$ cat src/rtl/neuron_output_collector_pkg.sv
// Shared widths, default adder-tree latency and the activation helper
// for the neuron output collector.
package neuron_output_collector_pkg;

    localparam int WORD_W                = 26;
    localparam int TREE_PRODUCTS         = 28;
    localparam int TREE_LATENCY_DEFAULT  = 10;

    // ReLU on a two's-complement word: negative values clamp to zero.
    function automatic logic [WORD_W-1:0] activate(input logic [WORD_W-1:0] x,
                                                   input logic              relu_en);
        return (relu_en && x[WORD_W-1]) ? '0 : x;
    endfunction

endpackage

$ cat src/rtl/neuron_output_collector_fifo.sv
// First-word fall-through result FIFO; full/empty come from an explicit
// count so any DEPTH (not only powers of two) works.
module result_fifo #(
    parameter int WIDTH = 26,
    parameter int DEPTH = 4
) (
    input  logic                       clk,
    input  logic                       rst,
    input  logic                       push,
    input  logic [WIDTH-1:0]           push_data,
    input  logic                       pop,
    output logic [WIDTH-1:0]           pop_data,
    output logic                       full,
    output logic                       empty,
    output logic [$clog2(DEPTH+1)-1:0] count
);

    localparam int PTR_W = (DEPTH > 1) ? $clog2(DEPTH) : 1;
    localparam int CNT_W = $clog2(DEPTH + 1);

    logic [WIDTH-1:0] mem [DEPTH];
    logic [PTR_W-1:0] wr_ptr;
    logic [PTR_W-1:0] rd_ptr;
    logic [CNT_W-1:0] count_q;
    logic             do_push;
    logic             do_pop;

    function automatic logic [PTR_W-1:0] ptr_next(input logic [PTR_W-1:0] p);
        return (p == PTR_W'(DEPTH - 1)) ? '0 : p + 1'b1;
    endfunction

    assign empty    = (count_q == '0);
    assign full     = (count_q == CNT_W'(DEPTH));
    assign count    = count_q;
    assign pop_data = mem[rd_ptr];
    assign do_pop   = pop && !empty;
    // A full FIFO can still take a write when the head leaves in the same cycle.
    assign do_push  = push && (!full || do_pop);

    always_ff @(posedge clk or posedge rst) begin
        if (rst) begin
            wr_ptr  <= '0;
            rd_ptr  <= '0;
            count_q <= '0;
            for (int i = 0; i < DEPTH; i++) begin
                mem[i] <= '0;
            end
        end else begin
            if (do_push) begin
                mem[wr_ptr] <= push_data;
                wr_ptr      <= ptr_next(wr_ptr);
            end
            if (do_pop) begin
                rd_ptr <= ptr_next(rd_ptr);
            end
            case ({do_push, do_pop})
                2'b10:   count_q <= count_q + 1'b1;
                2'b01:   count_q <= count_q - 1'b1;
                default: count_q <= count_q;
            endcase
        end
    end

endmodule

$ cat src/rtl/neuron_output_collector.sv
// Collects adder-tree sums: tracks issued operands through the tree latency,
// applies the activation and buffers results with credit-based flow control.
module neuron_output_collector
    import neuron_output_collector_pkg::*;
#(
    parameter int TREE_LATENCY = TREE_LATENCY_DEFAULT,
    parameter int DEPTH        = 4,
    parameter bit RELU_EN      = 1'b1
) (
    input  logic                       clk,
    input  logic                       GlobalReset,
    input  logic                       InValid,
    output logic                       InReady,
    input  logic [WORD_W-1:0]          Result_1,
    output logic [WORD_W-1:0]          OutData,
    output logic                       OutValid,
    input  logic                       OutReady,
    output logic                       Overflow,
    output logic [$clog2(DEPTH+1)-1:0] Occupancy
);

    localparam int OCC_W = $clog2(DEPTH + 1);

    logic [TREE_LATENCY-1:0] valid_sr;
    logic                    tap_valid;
    logic                    accept;
    logic                    violation;
    logic                    pop;
    logic                    fifo_full;
    logic                    fifo_empty;
    logic [OCC_W-1:0]        fifo_count;
    logic [OCC_W-1:0]        occ_q;
    logic [OCC_W-1:0]        occ_next;
    logic                    in_ready_q;
    logic                    overflow_q;

    assign accept    = InValid && in_ready_q;
    assign violation = InValid && !in_ready_q;
    assign tap_valid = valid_sr[TREE_LATENCY-1];
    assign pop       = !fifo_empty && OutReady;

    always_comb begin
        occ_next = occ_q;
        case ({accept, pop})
            2'b10:   occ_next = occ_q + 1'b1;
            2'b01:   occ_next = occ_q - 1'b1;
            default: occ_next = occ_q;
        endcase
    end

    // InReady is registered from the next occupancy so it never follows OutReady combinationally.
    always_ff @(posedge clk or posedge GlobalReset) begin
        if (GlobalReset) begin
            valid_sr   <= '0;
            occ_q      <= '0;
            in_ready_q <= 1'b1;
            overflow_q <= 1'b0;
        end else begin
            valid_sr   <= {valid_sr[TREE_LATENCY-2:0], accept};
            occ_q      <= occ_next;
            in_ready_q <= (occ_next < OCC_W'(DEPTH));
            overflow_q <= overflow_q || violation || (tap_valid && fifo_full && !pop);
        end
    end

    // Stored results are always a subset of the credits held.
    always_ff @(posedge clk) begin
        if (!GlobalReset) begin
            assert (fifo_count <= occ_q);
        end
    end

    result_fifo #(
        .WIDTH (WORD_W),
        .DEPTH (DEPTH)
    ) u_fifo (
        .clk       (clk),
        .rst       (GlobalReset),
        .push      (tap_valid),
        .push_data (activate(Result_1, RELU_EN)),
        .pop       (pop),
        .pop_data  (OutData),
        .full      (fifo_full),
        .empty     (fifo_empty),
        .count     (fifo_count)
    );

    assign InReady   = in_ready_q;
    assign OutValid  = !fifo_empty;
    assign Overflow  = overflow_q;
    assign Occupancy = occ_q;

endmodule

$ cat config.mk
export PLATFORM = sky130hd
export DESIGN_NAME = neuron_output_collector
export DESIGN_NICKNAME = d
export VERILOG_FILES = /design/src/rtl/neuron_output_collector_pkg.sv /design/src/rtl/neuron_output_collector_fifo.sv /design/src/rtl/neuron_output_collector.sv
export SDC_FILE = /design/constraint.sdc
export NUM_CORES = 1
export LEC_CHECK = 0
export CAP_MARGIN = 20
export CORE_MARGIN = 1
export CORE_UTILIZATION = 60
export DETAILED_ROUTE_END_ITERATION = 8
export GPL_ROUTABILITY_DRIVEN = 0
export GPL_TIMING_DRIVEN = 1
export HOLD_SLACK_MARGIN = 0.12
export PLACE_DENSITY_LB_ADDON = 0.1
export SKIP_CTS_REPAIR_TIMING = 1
export SLEW_MARGIN = 10
export SYNTH_ARGS = -nofsm -noshare
export SYNTH_HDL_FRONTEND = slang
export SYNTH_SLANG_ARGS = --single-unit
$ cat constraint.sdc
create_clock -name clk -period 7.6 [get_ports clk]
set_input_delay 1.9 -clock clk [delete_from_list [all_inputs] [get_ports clk]]
set_output_delay 1.9 -clock clk [all_outputs]
set_load 0.02 [all_outputs]
==> run summary, run 1 <==
Count of input and output buffers = 60
Die area = 9448 sq um
Sequential share of power = 0.376
Mapped Cells = 339
Top Ports = 62
Clock transition at path regs = 0.06 ns
Via-per-instance ratio = 5.769
Post-layout net count = 447
Final period util = 0.6006
DR vias = 3,052
Drt total wl = 10.59 mm
Ratio of cells with drive above 1 in the final layout = 0.4181
Num CTS Buffers = 17
CTS H-tree depth = 4
VDD IR-drop max = 0.2643 mV
Yosys warns = 0
Clock latency on the worst-skew pair = 0.51 ns
Yosys reg bits = 122
PwrDens = 453.1 nW/um^2
Post-Synthesis Net Count = 378
Max Slew Vio Count = 0
Clk buf depth = 2
Vias in the first global route = 3,394
Setup Skew = 0.008593 ns
Required time worst endpoint = 5.70 ns
Comb pwr share = 0.379
CTS tree = built
Synth Flop Type = dfrtp_1
Max-Cap Viols = 0
Worst EP arrival = 2.66 ns
Initial antenna violation count = 0
Grt ovf = 0
Syn avg cell area = 16.04 sq um
Post-synth EDFFs = 0
RSZ-0062 raised after global routing = no
Post-DRT Antenna Nets = 0
Final Instance Area = 6655 sq um
Largest net degree at the start of global routing = 70
Largest area contributor in the netlist = dfrtp_1
Core Area = 8763 sq um
Area share of the largest cell type after synthesis = 0.5568
Remaining DRCs = 0
Switching part of the total = 0.3168
Antenna Diode Count = 0
Worst reg2reg endpoint = u_fifo.count[2]
Min Tclk post-route = 4.564 ns
Root Buffer = clkbuf_8
Critical path class = reg -> out
Hold Path Depth = 0
All-layer global routing usage = 0.2525
Vert. Die Dim = 97.20 um
Synth cell types = 24
CP endpoint kind = primary output
Final hold vios = 0
Setup-failing EPs final = 0
DRT Pass-1 Iters = 4
Final HPWL DP = 6.357 mm
R2R cell count = 8
Post-synthesis async set-or-reset flop share = 1.000
Outcome = completed
Cell Rows = 34
First-pass GRT wire length = 17.78 mm
Fmax = 0.2191 GHz
Worst reg2reg startpoint = u_fifo.count[0]
DP Area = 6098 sq um
Area grow syn2layout = 22.39%
Initial core utilization = 0.6205
Clk pwr share = 0.245
Min-Delay Path Class = reg -> reg
Mapped Area = 5438 sq um
Width of the chip = 97.20 um
Setup TNS = 0 ns
Relative slew slack = 0.3833
Largest fanout on the critical path = 28
Int Pwr = 2060 uW
DR iter-0 viols = 106
R2r setup slk = 5.19 ns
Net Sw Power = 955.3 uW
Sequential-to-total area share from yosys stat = 0.5617
Leakage = 0.002941 uW
End of the worst hold path = valid_sr[8]
WL/cell = 20.02 um
Synth area leaders = dfrtp_1, mux2_2, mux4_2
Worst-Margin Slew = 0.9251 ns
Crit path launch type = flop
Min-delay src = valid_sr[7]
Sink Count = 122
## synthesized netlist by cell type (all sizes together), types with 3 or more instances
cell,number
nand2,5
nor2,8
xor2,3
clkbuf,5
ha,7
nor2b,25
mux2,105
inv,8
dfrtp,121
buf,12
xnor2,4
mux4,25
## worst max-delay path by stage
| stage | startpoint | end | slack [ns] | cells after the start |
|---|---|---|---|---|
| 2_1_floorplan | GlobalReset | Occupancy[0] | 2.46 | 1 |
| 3_3_place_gp | OutReady | u_fifo.count[2] | 3.47 | 9 |
| 3_5_place_dp | OutReady | u_fifo.count[2] | 3.30 | 9 |
| 4_1_cts | u_fifo.rd_ptr[0] | OutData[23] | 2.95 | 2 |
| 5_1_grt | u_fifo.rd_ptr[0] | OutData[20] | 2.84 | 2 |
| 6_report | u_fifo.rd_ptr[0] | OutData[23] | 3.04 | 2 |
## registers in the layout (all words and copies together), names as in the netlist, named ones only
register,cells
u_fifo.count,3
u_fifo.rd_ptr,2
u_fifo.wr_ptr,2
Overflow,1
u_fifo.mem,100
InReady,1
Occupancy,2
valid_sr,10
## critical path, cell delays in order, from the launching register on
cell	delay (ns)
dfrtp_2	0.98
mux4_2	0.62
clkdlybuf4s50_1	0.56
## routing by layer
layer,global-route usage,wire [um]
met4,0.08726,138
met5,0,0
met3,0.05899,373
met1,0.3354,4638
met2,0.4133,5439
## final cells by class
| type | count | area, sq um |
|---|---|---|
| Multi-Input combinational cell | 192 | 2222 |
| Sequential cell | 122 | 3055 |
| Clock buffer | 21 | 459.2 |
| Fill cell | 539 | 2108 |
| Clock inverter | 11 | 97.59 |
| Inverter | 8 | 32.53 |
| Tap cell | 108 | 135.1 |
| Timing Repair Buffer | 67 | 653.1 |
## placed cells by master (no fill, tap or decap)
master and n:
nor2_1 4, clkbuf_1 1, nor2b_1 25, clkdlybuf4s50_1 60
and2_1 2, xor2_1 3, bufinv_16 1, dfstp_2 1
a221o_1 1, mux2_2 105, or3_1 1, inv_4 1
nand2_1 5, nor2_2 4, mux4_2 25, nand2b_1 1
ha_1 7, buf_4 7, dfrtp_1 120, clkbuf_16 16
dfrtp_2 1, mux2i_1 1, clkinv_2 3, clkinvlp_4 7
nor4b_4 1, clkbuf_8 4, fa_1 2, conb_1 1
xnor2_1 4, inv_1 7
## per-stage QoR
stage | hold WS [ns] | util | total power (uW) | worst slack [ns] | std cells
2_1_floorplan | 0.3312 | - | 1882 | 2.459 | 339
3_3_place_gp | 0.3370 | 0.6959 | 2234 | 3.472 | 497
3_5_place_dp | 0.3378 | 0.6959 | 2280 | 3.300 | 497
4_1_cts | 0.3534 | 0.7594 | 3044 | 2.955 | 529
5_1_grt | 0.3552 | 0.7594 | 3168 | 2.835 | 529
6_report | 0.3525 | 0.7594 | 3015 | 3.036 | 529
## logic make-up (layout without fill, tap and decap cells)
| family | after synthesis | after routing | synth area share |
|---|---|---|---|
| AO/OA/AOI/OAI | 1 | 1 | 0.001841 |
| XOR/XNOR | 7 | 7 | 0.01127 |
| adder cells (fa/ha/maj) | 9 | 9 | 0.02347 |
| buffers and inverters | 25 | 107 | 0.02968 |
| flip-flops | 122 | 122 | 0.5617 |
| multiplexers | 131 | 131 | 0.3228 |
| other | 1 | 1 | 0.0006896 |
| AND/OR/NAND/NOR | 43 | 43 | 0.04855 |
## power by group through the flow
| stage | clock [uW] | sequential [uW] | combinational (uW) |
|---|---|---|---|
| 2_1_floorplan | 0 | 1040 | 838 |
| 3_3_place_gp | 0 | 1130 | 1110 |
| 3_5_place_dp | 0 | 1140 | 1140 |
| 4_1_cts | 751 | 1130 | 1160 |
| 5_1_grt | 777 | 1170 | 1220 |
| 6_report | 738 | 1130 | 1140 |
Note: power is estimated with default switching activity, not from simulation.
==> run 2, diff against run 1 <==
--- a/config.mk
+++ b/config.mk
@@ -7,7 +7,7 @@
 export LEC_CHECK = 0
 export CAP_MARGIN = 20
 export CORE_MARGIN = 1
-export CORE_UTILIZATION = 60
+export CORE_UTILIZATION = 56
 export DETAILED_ROUTE_END_ITERATION = 8
 export GPL_ROUTABILITY_DRIVEN = 0
 export GPL_TIMING_DRIVEN = 1
==> constraint.sdc (replaced) <==
create_clock -name clk -period 4.5 [get_ports clk]
set_input_delay 1.125 -clock clk [delete_from_list [all_inputs] [get_ports clk]]
set_output_delay 1.125 -clock clk [all_outputs]
set_load 0.02 [all_outputs]
==> run 2 against run 1 <==
Effect of this change: cell area increased by 0.85%; global-route usage fell by 2.6 points; flip-flop and latch count did not move; clock skew decreased by 0.0017 ns; worst setup slack lost 2.3 ns; via count fell by 2.0%; power increased by 70%; final cell count is 3.6% higher; clock power up 76%; combinational power rose by 72%; register-to-register slack got worse by 3.2 ns; worst hold slack got worse by 0.0059 ns; largest cell class unchanged.
==> run summary, run 2 (synthesis gave the netlist of run 1 again) <==
Crit path launch type = flop (unchanged)
Post-DRT Antenna Nets = 0 (unchanged)
Count of input and output buffers = 60 (unchanged)
CTS H-tree depth = 4 (unchanged)
Commonest cells after routing, fill and taps aside = dfrtp_1, mux2_2, clkdlybuf4s50_1 (unchanged)
Initial core utilization = 0.5830 (was 0.6205)
Ratio of cells with drive above 1 in the final layout = 0.4057 (was 0.4181)
PwrDens = 764.4 nW/um^2 (was 453.1 nW/um^2)
Largest net degree at the start of global routing = 76 (was 70)
RSZ-0062 raised after global routing = no (unchanged)
Worst EP arrival = 2.64 ns (was 2.66 ns)
Final hold vios = 0 (unchanged)
End of the worst hold path = valid_sr[1] (was valid_sr[8])
Required time worst endpoint = 3.38 ns (was 5.70 ns)
Clock latency on the worst-skew pair = 0.51 ns (about the same)
Setup-failing EPs final = 0 (unchanged)
Min-delay src = valid_sr[0] (was valid_sr[7])
Leakage = 0.002961 uW (was 0.002941 uW)
Area grow syn2layout = 23.42% (was 22.39%)
Largest fanout on the critical path = 17 (was 28)
Cell Rows = 35 (was 34)
DR iter-0 viols = 63 (was 106)
Max Slew Vio Count = 0 (unchanged)
Setup Skew = 0.006869 ns (was 0.008593 ns)
Num CTS Buffers = 17 (unchanged)
Top Ports = 62 (unchanged)
First-pass GRT wire length = 16.73 mm (was 17.78 mm)
Remaining DRCs = 0 (unchanged)
Top reg by flops = u_fifo.mem (unchanged)
All-layer global routing usage = 0.2265 (was 0.2525)
Min Tclk post-route = 3.762 ns
WL/cell = 18.30 um (was 20.02 um)
Min-Delay Path Class = reg -> reg (unchanged)
Post-layout net count = 445 (was 447)
Hold_ws = 0.3466 ns (was 0.3525 ns)
Clk buf depth = 2 (unchanged)
R2R cell count = 8 (unchanged)
Via-per-instance ratio = 5.456 (was 5.769)
VDD IR-drop max = 0.4313 mV (was 0.2643 mV)
Initial antenna violation count = 0 (unchanged)
Root Buffer = clkbuf_8 (unchanged)
CP endpoint kind = primary output (unchanged)
Vert. Die Dim = 100.5 um (was 97.20 um)
Setup TNS = 0 ns (unchanged)
Final HPWL DP = 5.922 mm (was 6.357 mm)
Worst reg2reg startpoint = u_fifo.count[0] (unchanged)
Drt total wl = 10.03 mm (was 10.59 mm)
Sink Count = 122 (unchanged)
R2r setup slk = 2.00 ns (was 5.19 ns)
Die area = 10,110 sq um (was 9448 sq um)
Vias in the first global route = 3,230 (was 3,394)
Final period util = 0.8361
CTS tree = built (unchanged)
Grt ovf = 0 (unchanged)
Critical path class = reg -> out (unchanged)
DRT Pass-1 Iters = 4 (unchanged)
Core Area = 9328 sq um (was 8763 sq um)
Worst-Margin Slew = 0.9327 ns (was 0.9251 ns)
Hold Path Depth = 0 (unchanged)
Max reg flops = 100 (unchanged)
Outcome = completed (unchanged)
Relative slew slack = 0.3782 (was 0.3833)
Clock transition at path regs = 0.06 ns (about the same)
Worst reg2reg endpoint = u_fifo.count[2] (unchanged)
Antenna Diode Count = 0 (unchanged)
DR vias = 2,990 (was 3,052)
Fmax = 0.2658 GHz
Width of the chip = 100.5 um (was 97.20 um)
Commonest non-fill, non-tap cell in the layout = dfrtp_1 (unchanged)
Max-Cap Viols = 0 (unchanged)
[run 2: changes by cell type in the layout (fill, tap and decap cells not counted)]
cell        change
clkinv_2        +2
clkinvlp_4      -6
buf_12          +1
bufinv_16       +2
nor2_2          -4
clkbuf_1        +4
buf_4           -3
nor2_4          +4
clkbuf_8        -2
[run 2: stage by stage]
stage	area (sq um)	cells	power, uW	utilization	worst slack, ns
after floorplan	5438	339	3178	-	0.1341
after global placement	6142	516	3785	0.6585	0.9790
after detailed placement	6142	516	3848	0.6585	0.9077
after CTS	6711	548	5194	0.7195	0.6925
after global routing	6711	548	5411	0.7195	0.6049
final	6711	548	5130	0.7195	0.7375
[run 2: worst max-delay path by stage]
stage,end,slack (ns),cells past startpoint,start
floorplan,Occupancy[0],0.13,1,GlobalReset
global placement,u_fifo.count[2],0.98,9,OutReady
detailed placement,u_fifo.count[2],0.91,9,OutReady
CTS,OutData[8],0.69,3,u_fifo.rd_ptr[0]
global route,OutData[8],0.60,3,u_fifo.rd_ptr[0]
finish,OutData[8],0.74,3,u_fifo.rd_ptr[1]
[run 2: report_power, final]
part	internal (uW)	switching, uW	total [uW]
Combinational	1150	804	1960
Sequential	1560	309	1870
Clock	852	453	1300
Total	3560	1570	5130
[run 2: layer usage]
layer | wire [um] | GRT usage | share of wire
met1 | 4545 | 0.2999 | 0.45
met2 | 4960 | 0.3577 | 0.49
met3 | 339 | 0.05964 | 0.034
met4 | 181 | 0.09588 | 0.018
met5 | 0 | 0 | 0
[run 2: area by class of cell]
| cell class | instances | area (sq um) |
|---|---|---|
| clock buffers | 23 | 446.7 |
| clock inverters | 9 | 122.6 |
| fillers | 633 | 2616 |
| inverters | 8 | 32.53 |
| multi-input cells | 192 | 2242 |
| flip-flops and latches | 122 | 3055 |
| well taps | 129 | 161.4 |
| repair buffers | 65 | 650.6 |
[run 2: worst max-delay path: stages, from the launching register on]
cell             delay (ns)
dfrtp_1                0.88
buf_4                  0.34
mux4_2                 0.34
clkdlybuf4s50_1        0.56
==> run 3, diff against run 2 <==
--- a/config.mk
+++ b/config.mk
@@ -7,7 +7,7 @@
 export LEC_CHECK = 0
 export CAP_MARGIN = 20
 export CORE_MARGIN = 1
-export CORE_UTILIZATION = 56
+export CORE_UTILIZATION = 51
 export DETAILED_ROUTE_END_ITERATION = 8
 export GPL_ROUTABILITY_DRIVEN = 0
 export GPL_TIMING_DRIVEN = 1
==> constraint.sdc (replaced) <==
create_clock -name clk -period 3.23 [get_ports clk]
set_input_delay 0.8075 -clock clk [delete_from_list [all_inputs] [get_ports clk]]
set_output_delay 0.8075 -clock clk [all_outputs]
set_load 0.02 [all_outputs]
==> run 3 against run 2 <==
Effect of this change: critical path depth did not move; cell area grew 1.9%; worst setup slack got worse by 0.55 ns; highest routed layer unchanged; critical path type unchanged; worst hold slack improved by 0.0067 ns; via count grew 0.57%; final cell count grew 3.1%; core utilization fell by 5.7 points; die area increased by 9.6%.
==> run summary, run 3 (synthesis gave the netlist of run 1 again) <==
Outcome = completed (unchanged)
Vert. Die Dim = 105.3 um (was 100.5 um)
Via-per-instance ratio = 5.322 (was 5.456)
Max-Cap Viols = 0 (unchanged)
Sink Count = 122 (unchanged)
Remaining DRCs = 0 (unchanged)
Cell Rows = 37 (was 35)
Worst reg2reg startpoint = u_fifo.count[0] (unchanged)
Switching part of the total = 0.3098 (was 0.3052)
WL/cell = 17.74 um (was 18.30 um)
Int Pwr = 4931 uW (was 3565 uW)
Width of the chip = 105.3 um (was 100.5 um)
Worst EP arrival = 2.24 ns (was 2.64 ns)
Clk pwr share = 0.241 (was 0.254)
Setup Skew = 0.005706 ns (was 0.006869 ns)
Setup-failing EPs final = 0 (unchanged)
Hold_ws = 0.3532 ns (was 0.3466 ns)
Min-delay src = valid_sr[5] (was valid_sr[0])
Total power = 7145 uW (was 5130 uW)
Final hold vios = 0 (unchanged)
Max reg flops = 100 (unchanged)
Root Buffer = clkbuf_8 (unchanged)
CP endpoint kind = primary output (unchanged)
Top Ports = 62 (unchanged)
Antenna Diode Count = 0 (unchanged)
Max Slew Vio Count = 0 (unchanged)
Initial core utilization = 0.5267 (was 0.5830)
Count of input and output buffers = 60 (unchanged)
FILL cells = 750 (was 633)
Top reg by flops = u_fifo.mem (unchanged)
R2r setup slk = 1.05 ns (was 2.00 ns)
CTS tree = built (unchanged)
Crit path launch type = flop (unchanged)
Leakage = 0.003012 uW (was 0.002961 uW)
Drt total wl = 10.02 mm (was 10.03 mm)
Initial antenna violation count = 0 (unchanged)
Final HPWL DP = 6.217 mm (was 5.922 mm)
VDD IR-drop max = 0.6073 mV (was 0.4313 mV)
DR iter-0 viols = 96 (was 63)
R2R cell count = 7 (was 8)
CTS H-tree depth = 4 (unchanged)
Grt ovf = 0 (unchanged)
All-layer global routing usage = 0.2081 (was 0.2265)
Ratio of cells with drive above 1 in the final layout = 0.4289 (was 0.4057)
Critical path class = reg -> out (unchanged)
Clk buf depth = 2 (unchanged)
Vias in the first global route = 3,326 (was 3,230)
Min Tclk post-route = 3.047 ns
Post-layout net count = 455 (was 445)
Die area = 11,080 sq um (was 10,110 sq um)
End of the worst hold path = valid_sr[6] (was valid_sr[1])
Area grow syn2layout = 25.75% (was 23.42%)
Net Sw Power = 2213 uW (was 1566 uW)
First-pass GRT wire length = 17.29 mm (was 16.73 mm)
Largest fanout on the critical path = 10 (was 17)
Clock transition at path regs = 0.06 ns (about the same)
Fmax = 0.3282 GHz
PwrDens = 1045 nW/um^2 (was 764.4 nW/um^2)
Sequential share of power = 0.354 (was 0.364)
Final period util = 0.9434
Required time worst endpoint = 2.42 ns (was 3.38 ns)
Commonest cells after routing, fill and taps aside = dfrtp_1, mux2_2, clkdlybuf4s50_1 (unchanged)
Min-Delay Path Class = reg -> reg (unchanged)
Num CTS Buffers = 17 (unchanged)
Clock latency on the worst-skew pair = 0.51 ns (about the same)
Largest net degree at the start of global routing = 86 (was 76)
Hold Path Depth = 0 (unchanged)
Commonest non-fill, non-tap cell in the layout = dfrtp_1 (unchanged)
Post-DRT Antenna Nets = 0 (unchanged)
RSZ-0062 raised after global routing = no (unchanged)
Core Area = 10,320 sq um (was 9328 sq um)
DR vias = 3,007 (was 2,990)
Comb pwr share = 0.405 (was 0.382)
DRT Pass-1 Iters = 4 (unchanged)
run 3: power by group through the flow:
stage               sequential (uW)  combinational (uW)  clock (uW)
finish                         2530                2900        1720
global route                   2620                3110        1830
CTS                            2560                2860        1760
detailed placement             2580                2850           0
global placement               2560                2800           0
floorplan                      2460                1970           0
run 3: worst max-delay path: stages, from the launching register on:
cell	delay, ns
dfrtp_4	0.48
buf_12	0.16
mux4_2	0.51
clkdlybuf4s50_1	0.58
run 3: how the worst max path moves through the flow:
stage,start,endpoint,slack (ns),cells after the start
4_1_cts,u_fifo.rd_ptr[0],OutData[20],-0.15,3
3_3_place_gp,u_fifo.rd_ptr[0],OutData[20],0.43,3
2_1_floorplan,OutReady,u_fifo.count[2],0.79,8
6_report,u_fifo.rd_ptr[0],OutData[24],0.18,3
5_1_grt,u_fifo.rd_ptr[0],OutData[20],0.09,3
3_5_place_dp,OutReady,u_fifo.count[2],0.31,9
run 3: final cells by class:
class                      count  area, sq um  area share
timing repair buffer          75        788.3      0.1153
tap                          136        170.2     0.02489
inverter                       8        33.78    0.004941
clock buffer                  20        445.4     0.06514
clock inverter                12        100.1     0.01464
multi-input combinational    192         2242      0.3279
sequential                   122         3058      0.4472
run 3: per-stage QoR:
stage | setup TNS, ns | cell area [sq um] | setup WS [ns] | util | cells
floorplan | 0 | 5441 | 0.7902 | - | 339
global placement | 0 | 6255 | 0.4282 | 0.6059 | 530
detailed placement | 0 | 6255 | 0.3090 | 0.6059 | 530
CTS | -1.873 | 6800 | -0.1463 | 0.6587 | 562
global route | 0 | 6838 | 0.09429 | 0.6623 | 565
finish | 0 | 6838 | 0.1830 | 0.6623 | 565
run 3: metal layers:
metal | vias up | GRT usage | part of all wire
li1 | 1372 | - | -
met1 | 1573 | 0.2752 | 0.46
met2 | 47 | 0.3271 | 0.49
met3 | 15 | 0.05751 | 0.037
met4 | 0 | 0.08451 | 0.015
met5 | - | 0 | 0
